### config.mk
export PLATFORM = sky130hd
export DESIGN_NAME = mem_responder
export DESIGN_NICKNAME = d
export VERILOG_FILES = /design/src/rtl/mem_pkg.sv /design/src/rtl/mem_responder_byte_lane_align.sv /design/src/rtl/mem_responder.sv
export SDC_FILE = /design/constraint.sdc
export NUM_CORES = 1
export LEC_CHECK = 0
export ABC_CLOCK_PERIOD_IN_PS = 5000
export CAP_MARGIN = 10
export CORE_UTILIZATION = 54
export CTS_BUF_LIST = sky130_fd_sc_hd__clkbuf_4
export DETAILED_ROUTE_END_ITERATION = 7
export HOLD_SLACK_MARGIN = 0.08
export PLACE_DENSITY = 0.88
export SYNTH_ARGS = -nofsm -noshare
export SYNTH_HDL_FRONTEND = slang
export SYNTH_HIERARCHICAL = 1
export SYNTH_SLANG_ARGS = --single-unit
### constraint.sdc
create_clock -name i_clk -period 5 [get_ports i_clk]
set_input_delay 1 -clock i_clk [delete_from_list [all_inputs] [get_ports i_clk]]
set_output_delay 1 -clock i_clk [all_outputs]
set_load 0.02 [all_outputs]
### src/rtl/mem_pkg.sv
// Shared types and helpers for the load/store memory responder.
package mem_pkg;

  typedef enum logic [2:0] {
    IDLE,
    WR_HI,
    WR_ACK,
    RD_LO,
    RD_HI,
    RD_ACK
  } state_e;

  localparam logic [2:0] W_BYTE = 3'd1;
  localparam logic [2:0] W_HALF = 3'd2;
  localparam logic [2:0] W_WORD = 3'd4;

  // Byte-lane mask for a store width; zero marks an illegal width.
  function automatic logic [3:0] width_to_mask(input logic [2:0] width);
    logic [3:0] mask;
    case (width)
      W_BYTE:  mask = 4'b0001;
      W_HALF:  mask = 4'b0011;
      W_WORD:  mask = 4'b1111;
      default: mask = 4'b0000;
    endcase
    return mask;
  endfunction

endpackage

### src/rtl/mem_responder_byte_lane_align.sv
// Store-side lane steering: spreads a 1/2/4-byte store across two RAM words.
module byte_lane_align
  import mem_pkg::*;
(
  input  logic [1:0]  i_off,
  input  logic [2:0]  i_width,
  input  logic [31:0] i_data,
  output logic [3:0]  o_be_lo,
  output logic [3:0]  o_be_hi,
  output logic [31:0] o_wdata_lo,
  output logic [31:0] o_wdata_hi,
  output logic        o_split
);

  logic [7:0]  w_be_wide;
  logic [63:0] w_data_wide;

  // Shift mask and data by the byte offset over a two-word window.
  always_comb begin
    w_be_wide   = {4'b0000, width_to_mask(i_width)} << i_off;
    w_data_wide = {32'h0, i_data} << {i_off, 3'b000};
    o_be_lo     = w_be_wide[3:0];
    o_be_hi     = w_be_wide[7:4];
    o_wdata_lo  = w_data_wide[31:0];
    o_wdata_hi  = w_data_wide[63:32];
    o_split     = |w_be_wide[7:4];
  end

endmodule

### src/rtl/mem_responder.sv
// Memory-side responder: turns core load/store requests into single-port RAM beats.
module mem_responder
  import mem_pkg::*;
#(
  parameter int unsigned RAM_AW = 10
) (
  input  logic              i_clk,
  input  logic              i_rst,
  input  logic [31:0]       i_addr,
  input  logic [31:0]       i_data,
  input  logic              i_wr_valid,
  output logic              o_wr_ready,
  input  logic [2:0]        i_wr_width,
  output logic [31:0]       o_data,
  output logic              o_rd_valid,
  input  logic              i_rd_ready,
  output logic              o_bad_width,
  output logic              o_ram_en,
  output logic [RAM_AW-1:0] o_ram_addr,
  output logic [3:0]        o_ram_be,
  output logic [31:0]       o_ram_wdata,
  input  logic [31:0]       i_ram_rdata
);

  state_e            r_state;
  logic [RAM_AW-1:0] r_word;
  logic [1:0]        r_off;
  logic [3:0]        r_be_hi;
  logic [31:0]       r_wdata_hi;
  logic [31:0]       r_lo;
  logic              r_wr_ready;
  logic              r_rd_valid;
  logic              r_bad_width;
  logic [31:0]       r_data;

  logic [RAM_AW-1:0] w_word;
  logic [RAM_AW-1:0] w_word_next;
  logic [1:0]        w_off;
  logic              w_legal;
  logic [3:0]        w_be_lo;
  logic [3:0]        w_be_hi;
  logic [31:0]       w_wdata_lo;
  logic [31:0]       w_wdata_hi;
  logic              w_split;
  logic [63:0]       w_rd_cat;
  logic [31:0]       w_rd_aligned;
  logic              w_unused_addr;

  assign w_word        = i_addr[RAM_AW+1:2];
  assign w_off         = i_addr[1:0];
  assign w_word_next   = r_word + RAM_AW'(1);
  assign w_legal       = (width_to_mask(i_wr_width) != 4'b0000);
  assign w_unused_addr = ^i_addr[31:RAM_AW+2];

  byte_lane_align u_align (
    .i_off      (w_off),
    .i_width    (i_wr_width),
    .i_data     (i_data),
    .o_be_lo    (w_be_lo),
    .o_be_hi    (w_be_hi),
    .o_wdata_lo (w_wdata_lo),
    .o_wdata_hi (w_wdata_hi),
    .o_split    (w_split)
  );

  // Load realignment: high word above low word, shifted down by the byte offset.
  always_comb begin
    w_rd_cat     = {i_ram_rdata, r_lo};
    w_rd_aligned = 32'(w_rd_cat >> {r_off, 3'b000});
  end

  // RAM strobes are driven from the current state so read data lines up with RD_LO/RD_HI.
  always_comb begin
    o_ram_en    = 1'b0;
    o_ram_addr  = '0;
    o_ram_be    = '0;
    o_ram_wdata = '0;
    if (!i_rst) begin
      case (r_state)
        IDLE: begin
          if (i_wr_valid) begin
            if (w_legal) begin
              o_ram_en    = 1'b1;
              o_ram_addr  = w_word;
              o_ram_be    = w_be_lo;
              o_ram_wdata = w_wdata_lo;
            end
          end else if (i_rd_ready) begin
            o_ram_en   = 1'b1;
            o_ram_addr = w_word;
          end
        end
        WR_HI: begin
          o_ram_en    = 1'b1;
          o_ram_addr  = w_word_next;
          o_ram_be    = r_be_hi;
          o_ram_wdata = r_wdata_hi;
        end
        RD_LO: begin
          if (i_rd_ready && (r_off != 2'd0)) begin
            o_ram_en   = 1'b1;
            o_ram_addr = w_word_next;
          end
        end
        default: ;
      endcase
    end
  end

  // Request sequencing with registered handshake and load-data outputs.
  always_ff @(posedge i_clk) begin
    if (i_rst) begin
      r_state     <= IDLE;
      r_word      <= '0;
      r_off       <= '0;
      r_be_hi     <= '0;
      r_wdata_hi  <= '0;
      r_lo        <= '0;
      r_wr_ready  <= 1'b0;
      r_rd_valid  <= 1'b0;
      r_bad_width <= 1'b0;
      r_data      <= '0;
    end else begin
      r_wr_ready  <= 1'b0;
      r_rd_valid  <= 1'b0;
      r_bad_width <= 1'b0;
      r_data      <= '0;
      case (r_state)
        IDLE: begin
          if (i_wr_valid) begin
            r_word     <= w_word;
            r_be_hi    <= w_be_hi;
            r_wdata_hi <= w_wdata_hi;
            if (!w_legal) begin
              r_bad_width <= 1'b1;
              r_wr_ready  <= 1'b1;
              r_state     <= WR_ACK;
            end else if (w_split) begin
              r_state <= WR_HI;
            end else begin
              r_wr_ready <= 1'b1;
              r_state    <= WR_ACK;
            end
          end else if (i_rd_ready) begin
            r_word  <= w_word;
            r_off   <= w_off;
            r_state <= RD_LO;
          end
        end
        // Second beat is always written; only the ack depends on the request still being up.
        WR_HI: begin
          if (i_wr_valid) begin
            r_wr_ready <= 1'b1;
            r_state    <= WR_ACK;
          end else begin
            r_state <= IDLE;
          end
        end
        WR_ACK: r_state <= IDLE;
        RD_LO: begin
          if (!i_rd_ready) begin
            r_state <= IDLE;
          end else begin
            r_lo <= i_ram_rdata;
            if (r_off == 2'd0) begin
              r_data     <= i_ram_rdata;
              r_rd_valid <= 1'b1;
              r_state    <= RD_ACK;
            end else begin
              r_state <= RD_HI;
            end
          end
        end
        RD_HI: begin
          if (!i_rd_ready) begin
            r_state <= IDLE;
          end else begin
            r_data     <= w_rd_aligned;
            r_rd_valid <= 1'b1;
            r_state    <= RD_ACK;
          end
        end
        RD_ACK: r_state <= IDLE;
        default: r_state <= IDLE;
      endcase
    end
  end

  assign o_wr_ready  = r_wr_ready;
  assign o_rd_valid  = r_rd_valid;
  assign o_bad_width = r_bad_width;
  assign o_data      = r_data;

endmodule
# Word level (Yosys, flattened, before mapping)
# Index checks and enable logic that the tools add are counted.
dict set report op_classes {
  add_sub_neg 1
  n_eq_ne 7
  shift 3
  muxes 45
  n_bitwise 2
  n_reduce_logical 12
}
# operator n
set ops {}
lappend ops {{32-bit two-way mux} 6}
lappend ops {{32-bit one-hot mux with 2 select lines} 2}
lappend ops {{10-bit two-way mux} 7}
lappend ops {{32-bit by 5-bit left shift with 64-bit output} 1}
lappend ops {{64-bit by 5-bit >> shifter with 32-bit output} 1}
lappend ops {{10-bit one-hot mux with 3 select lines} 1}
lappend ops {{1-bit two-way mux} 13}
lappend ops {{3-bit two-way mux} 4}
lappend ops {{4-bit two-way mux} 3}
lappend ops {{3-bit one-hot mux with 4 select lines} 1}
lappend ops {{4-bit one-hot mux with 3 select lines} 1}
lappend ops {{10-bit by 1-bit adder with 10-bit output, second input constant} 1}
lappend ops {{4-bit one-hot mux with 2 select lines} 1}
lappend ops {{4-bit by 2-bit left shift with 8-bit output} 1}
lappend ops {{3-bit by 1-bit equality test with 1-bit output, second input constant} 2}
lappend ops {{3-bit by 2-bit equality test with 1-bit output, second input constant} 2}
lappend ops {{3-bit equality test, second input constant} 2}
lappend ops {{2-bit two-way mux} 3}
lappend ops {{2-bit AND reduction} 3}
lappend ops {{1-bit one-hot mux with 2 select lines} 2}
lappend ops {{2-bit nonzero test} 2}
lappend ops {{4-bit nonzero test} 1}
lappend ops {{4-bit OR reduction} 1}
lappend ops {{3-bit logical NOT} 1}
lappend ops {{7 further kinds} 8}
dict set report word_totals {
  ff_bits 118
  inputBits 103
  output_inout_bits 82
  elab_cells 80
}

# Depth between registers and ports, before layout
dict set report depth {
  ltp_word 8
  ltp_mapped 7
  ltp_nobuf 6
}

# Hierarchy
# Netlist, hierarchy kept.
# mod n_inst cells_per_inst area_each_um2 seq_area_each_um2
set modules_own_cells {}
lappend modules_own_cells {mem_responder 1 636 5605.4 2362.3}
lappend modules_own_cells {byte_lane_align 1 155 1081.0 0.0}

# Least setup slack after synthesis
# No wires, ideal clock.
dict set report synth_path {
  kind {input -> output}
  from {input i_rd_ready}
  to {output o_ram_addr[5]}
  t_arrival_ns 2.384
  setup_slack_ns 1.616
  cell_stages 6
  path_buffers 2
  cell_sequence {clkbuf_1 -> or4b_1 -> nand2_4 -> buf_6 -> nand2_1 -> o22ai_1}
}
dict set report synth_via {
  elab_chain_cells 4
  word_cells_on_any_way 6
}
# element line_no
set synth_rtl {}
lappend synth_rtl {{start: declaration} mem_responder.sv:16} ;# input logic i_rd_ready,
lappend synth_rtl {{10-bit two-way mux / 1-bit logical AND (equally long branches)} {mem_responder.sv:88, mem_responder.sv:100}}
lappend synth_rtl {{10-bit two-way mux (on tied branches)} {mem_responder.sv:81, mem_responder.sv:100}}
lappend synth_rtl {{10-bit one-hot mux with 3 select lines *} mem_responder.sv:79} ;# case (r_state)
lappend synth_rtl {{10-bit two-way mux *} mem_responder.sv:78} ;# if (!i_rst) begin
lappend synth_rtl {{end: declaration} mem_responder.sv:19} ;# output logic [RAM_AW-1:0] o_ram_addr,
# Mark *: on every way between the ends. The rest lies on a longest branch, timed or not.

# Final worst setup path
dict set report layout_path {
  from {input i_wr_width[0]}
  to {output o_ram_wdata[9]}
}
dict set report layout_via {
  elab_chain_cells 7
  word_cells_on_any_way 9
}
# element line_no
set layout_rtl {}
lappend layout_rtl {{start: declaration} mem_responder.sv:13} ;# input logic [2:0] i_wr_width,
lappend layout_rtl {{3-bit equality test (tied with other cells)} mem_pkg.sv:20} ;# case (width)
lappend layout_rtl {{4-bit one-hot mux with 3 select lines *} mem_pkg.sv:20}
lappend layout_rtl {{4-bit nonzero test *} mem_responder.sv:52} ;# assign w_legal = (width_to_mask(i_wr_width) != 4'b0000);
lappend layout_rtl {{32-bit two-way mux *} mem_responder.sv:82} ;# if (w_legal) begin
lappend layout_rtl {{32-bit two-way mux *} mem_responder.sv:81} ;# if (i_wr_valid) begin
lappend layout_rtl {{32-bit one-hot mux with 2 select lines *} mem_responder.sv:79}
lappend layout_rtl {{32-bit two-way mux *} mem_responder.sv:78}
lappend layout_rtl {{end: declaration} mem_responder.sv:21} ;# output logic [31:0] o_ram_wdata,
# Marked as above.

==> results.md <==
* Initial DRC count at 628
* Combinational power share at 20.3%
* Switching power at 0.0007069 W
* Fin Setup TNS at 0 ns
* Die X at 113.3 microns
* Met2 GRT Util at 43.44%
* Asr flop ratio synth at 0%
* CTS sink count at 118
* Remaining global-route overflow at 0
* Vias post-DR at 6301
* #FFs+latches synth at 118
* Worst-path fanout max at 36
* Area Overhead vs Synth at 28.69%
* Final WL at 17690 microns
* Largest net degree at the start of global routing at 57
* Later-pin clock latency in the skew report at 0.54 ns
* Global Route Usage Sum at 27.28%
* Longest Clk Path Bufs at 2
* Tcrit/Tclk final at 88.24%
* Crit. End Element: primary output
* Clock power share at 36.0%
* Final Skew at 0.02106 ns
* Vias per cell at 5.713
* Post-synth EDFFs at 0
* Initial cell density of the core at 55.44%
* Share of power burned in registers at 43.7%
* CTS-repair resized insts at 0
* GP Congestion at 0.8978
* Pint at 0.001598 W
* Synth Flop Type: dfxtp_1
* N_diodes at 0
* DR DRC count at 0
* Max-slew headroom at 22.11%
* Kind of critical path: primary input to primary output
* DRT antenna net count at 0
* Worst setup SP type: primary input
* Hold-fix buffers, CTS at 0
* PwrDens at 267.9 nW/um^2
* Post-synth top area share at 35.33%
* Final Slew Violations at 0
* Ys Warns at 6
* P_leak at 3.018 nW
* Synth cell count leaders: nand2_1, dfxtp_1, a21oi_1, nor2_1, a22o_1
* H-tree depth at 4
* Row count at 40
* Final Critical Period at 4.412 ns
* Area contributors post-synth: dfxtp_1, mux4_2, nand2_1
* Worst min path class: flip-flop to flip-flop
* Gr busiest metal: met2
* WL per Instance at 16.04 microns
* Post-Syn Instances at 791
* HPWL after detailed placement at 11480 microns
* First-pass GRT wire length at 27770 microns
* Count leader, synth: nand2_1
* Vias in the first global route at 5720
* Die area at 12830 sq um
* Clock Tree Root: clkbuf_4
* Multi-input logic area at 3886 sq um
* Detailed Routing Iterations Pass 1 at 5
* Post-CTS Setup Inserts at 0
* Status: finished clean
* Clock Pin Slew Worst Setup and Hold Paths at 0.10 ns
* CTS Buf Count at 17
* CORE AREA at 12060 sq um
* Max IR drop VDD at 0.1843 mV
* Maximum clock rate at 226.7 MHz
* Cell Area, Synth at 6686 sq um
* Port Buffers at 164
* DIE HEIGHT at 113.3 microns
* Nets at 1026
* Crit path arrival time at 3.41 ns
* Sequential element share of the synthesized area at 35.33%
* Synth cell types at 55
* Sw Share at 30.67%
* CTS tree: built
* Final Power at 0.002305 W
* Finish-stage setup viols at 0
* Area leader, netlist: dfxtp_1
* Met1 Usage GRT at 36.48%
* Syn avg cell area at 8.453 sq um
* Final Hold Viols at 0
* Data required, critical path at 4.00 ns
* Layout cells sized above 1 at 10.91%
* Ports at 185
* Worst-Margin Slew at 1.168 ns
* RSZ-0062 raised after global routing: false
* Max-Cap Viols at 0
* Fillers at 951
* Initial antenna violation count at 0
* Sequential cell area at 2364 sq um
* Grt met3 use at 5.731%
==> sequential cells by signal (all words and copies together), names as in the netlist <==
name / cells
r_be_hi: 4
r_word: 10
o_data: 32
r_off: 2
r_wdata_hi: 32
o_wr_ready: 1
o_bad_width: 1
r_lo: 32
o_rd_valid: 1
r_state: 3
==> placed cells by master (no fill, tap or decap), drive strengths merged, types with 7 or more instances in the layout <==
cell type	instances
a21oi	94
a22o	44
a22oi	32
and2	11
and3	11
buf	21
clkbuf	17
clkdlybuf4s50	161
conb	9
dfxtp	118
inv	13
mux2	8
mux2i	24
mux4	32
nand2	174
nor2	69
nor2b	11
o21ai	17
xnor2	7
==> through the flow <==
step | instance area [sq um] | hold slack, ns | util [%] | cells | setup WS (ns)
2_1_floorplan | 6716 | 0.4334 | - | 799 | 1.616
3_3_place_gp | 8260 | 0.4415 | 68.49 | 1071 | 0.6574
3_5_place_dp | 8260 | 0.4466 | 68.49 | 1071 | 0.6221
4_1_cts | 8605 | 0.4628 | 71.34 | 1103 | 0.6221
5_1_grt | 8605 | 0.4763 | 71.34 | 1103 | 0.4534
6_report | 8605 | 0.4619 | 71.34 | 1103 | 0.5882
==> worst max-delay path, stage by stage <==
cell and delay (ns):
clkdlybuf4s50_1 0.68, xor2_1 0.28, a21oi_1 0.16, nor3_4 0.21, buf_12 0.23, a22o_1 0.22
clkdlybuf4s50_1 0.62
==> power by group through the flow <==
stage	sequential, W	clock (W)	combinational (W)
2_1_floorplan	0.00102	0	0.000311
3_3_place_gp	0.00103	0	0.000458
3_5_place_dp	0.00103	0	0.000463
4_1_cts	0.00101	0.000841	0.000466
5_1_grt	0.00101	0.000882	0.000508
6_report	0.00101	0.000830	0.000469
==> cell families after synthesis <==
| logic type | after synthesis | synth area share (%) |
|---|---|---|
| and+or+nand+nor | 304 | 20.10 |
| AOI/OAI and AO/OA | 209 | 20.23 |
| DFF | 118 | 35.33 |
| buffers and inverters | 85 | 7.092 |
| muxes | 64 | 15.83 |
| xor gates and xnor gates | 9 | 1.179 |
| adders and majority gates | 1 | 0.1871 |
| other | 1 | 0.05608 |
==> routing by layer <==
layer	vias to the layer above	part of all wire, %
met5	-	0
met4	0	2.6
met3	36	5.7
met2	245	48
met1	2963	44
li1	3057	-
==> area by class of cell <==
class,count,area share [%]
Inverter,7,0.3054
Multi-Input combinational cell,596,45.17
Timing Repair Buffer,182,20.62
Sequential cell,118,27.47
Clock buffer,17,1.483
Tap cell,168,2.443
Clock inverter,15,2.516
==> path summary, 6_finish.rpt <==
| kind | from | slack [ns] | end | cells past startpoint |
|---|---|---|---|---|
| worst max-delay path | i_wr_width[0] | 0.59 | o_ram_wdata[9] | 7 |
| worst min-delay path | r_wdata_hi[2] | 0.46 | r_wdata_hi[2] | 2 |
| worst min register to register | r_wdata_hi[2] | 0.46 | r_wdata_hi[2] | 2 |
| worst max register to register | r_state[2] | 2.75 | r_wdata_hi[17] | 5 |
No activity file was read; power rests on OpenSTA's default activity.
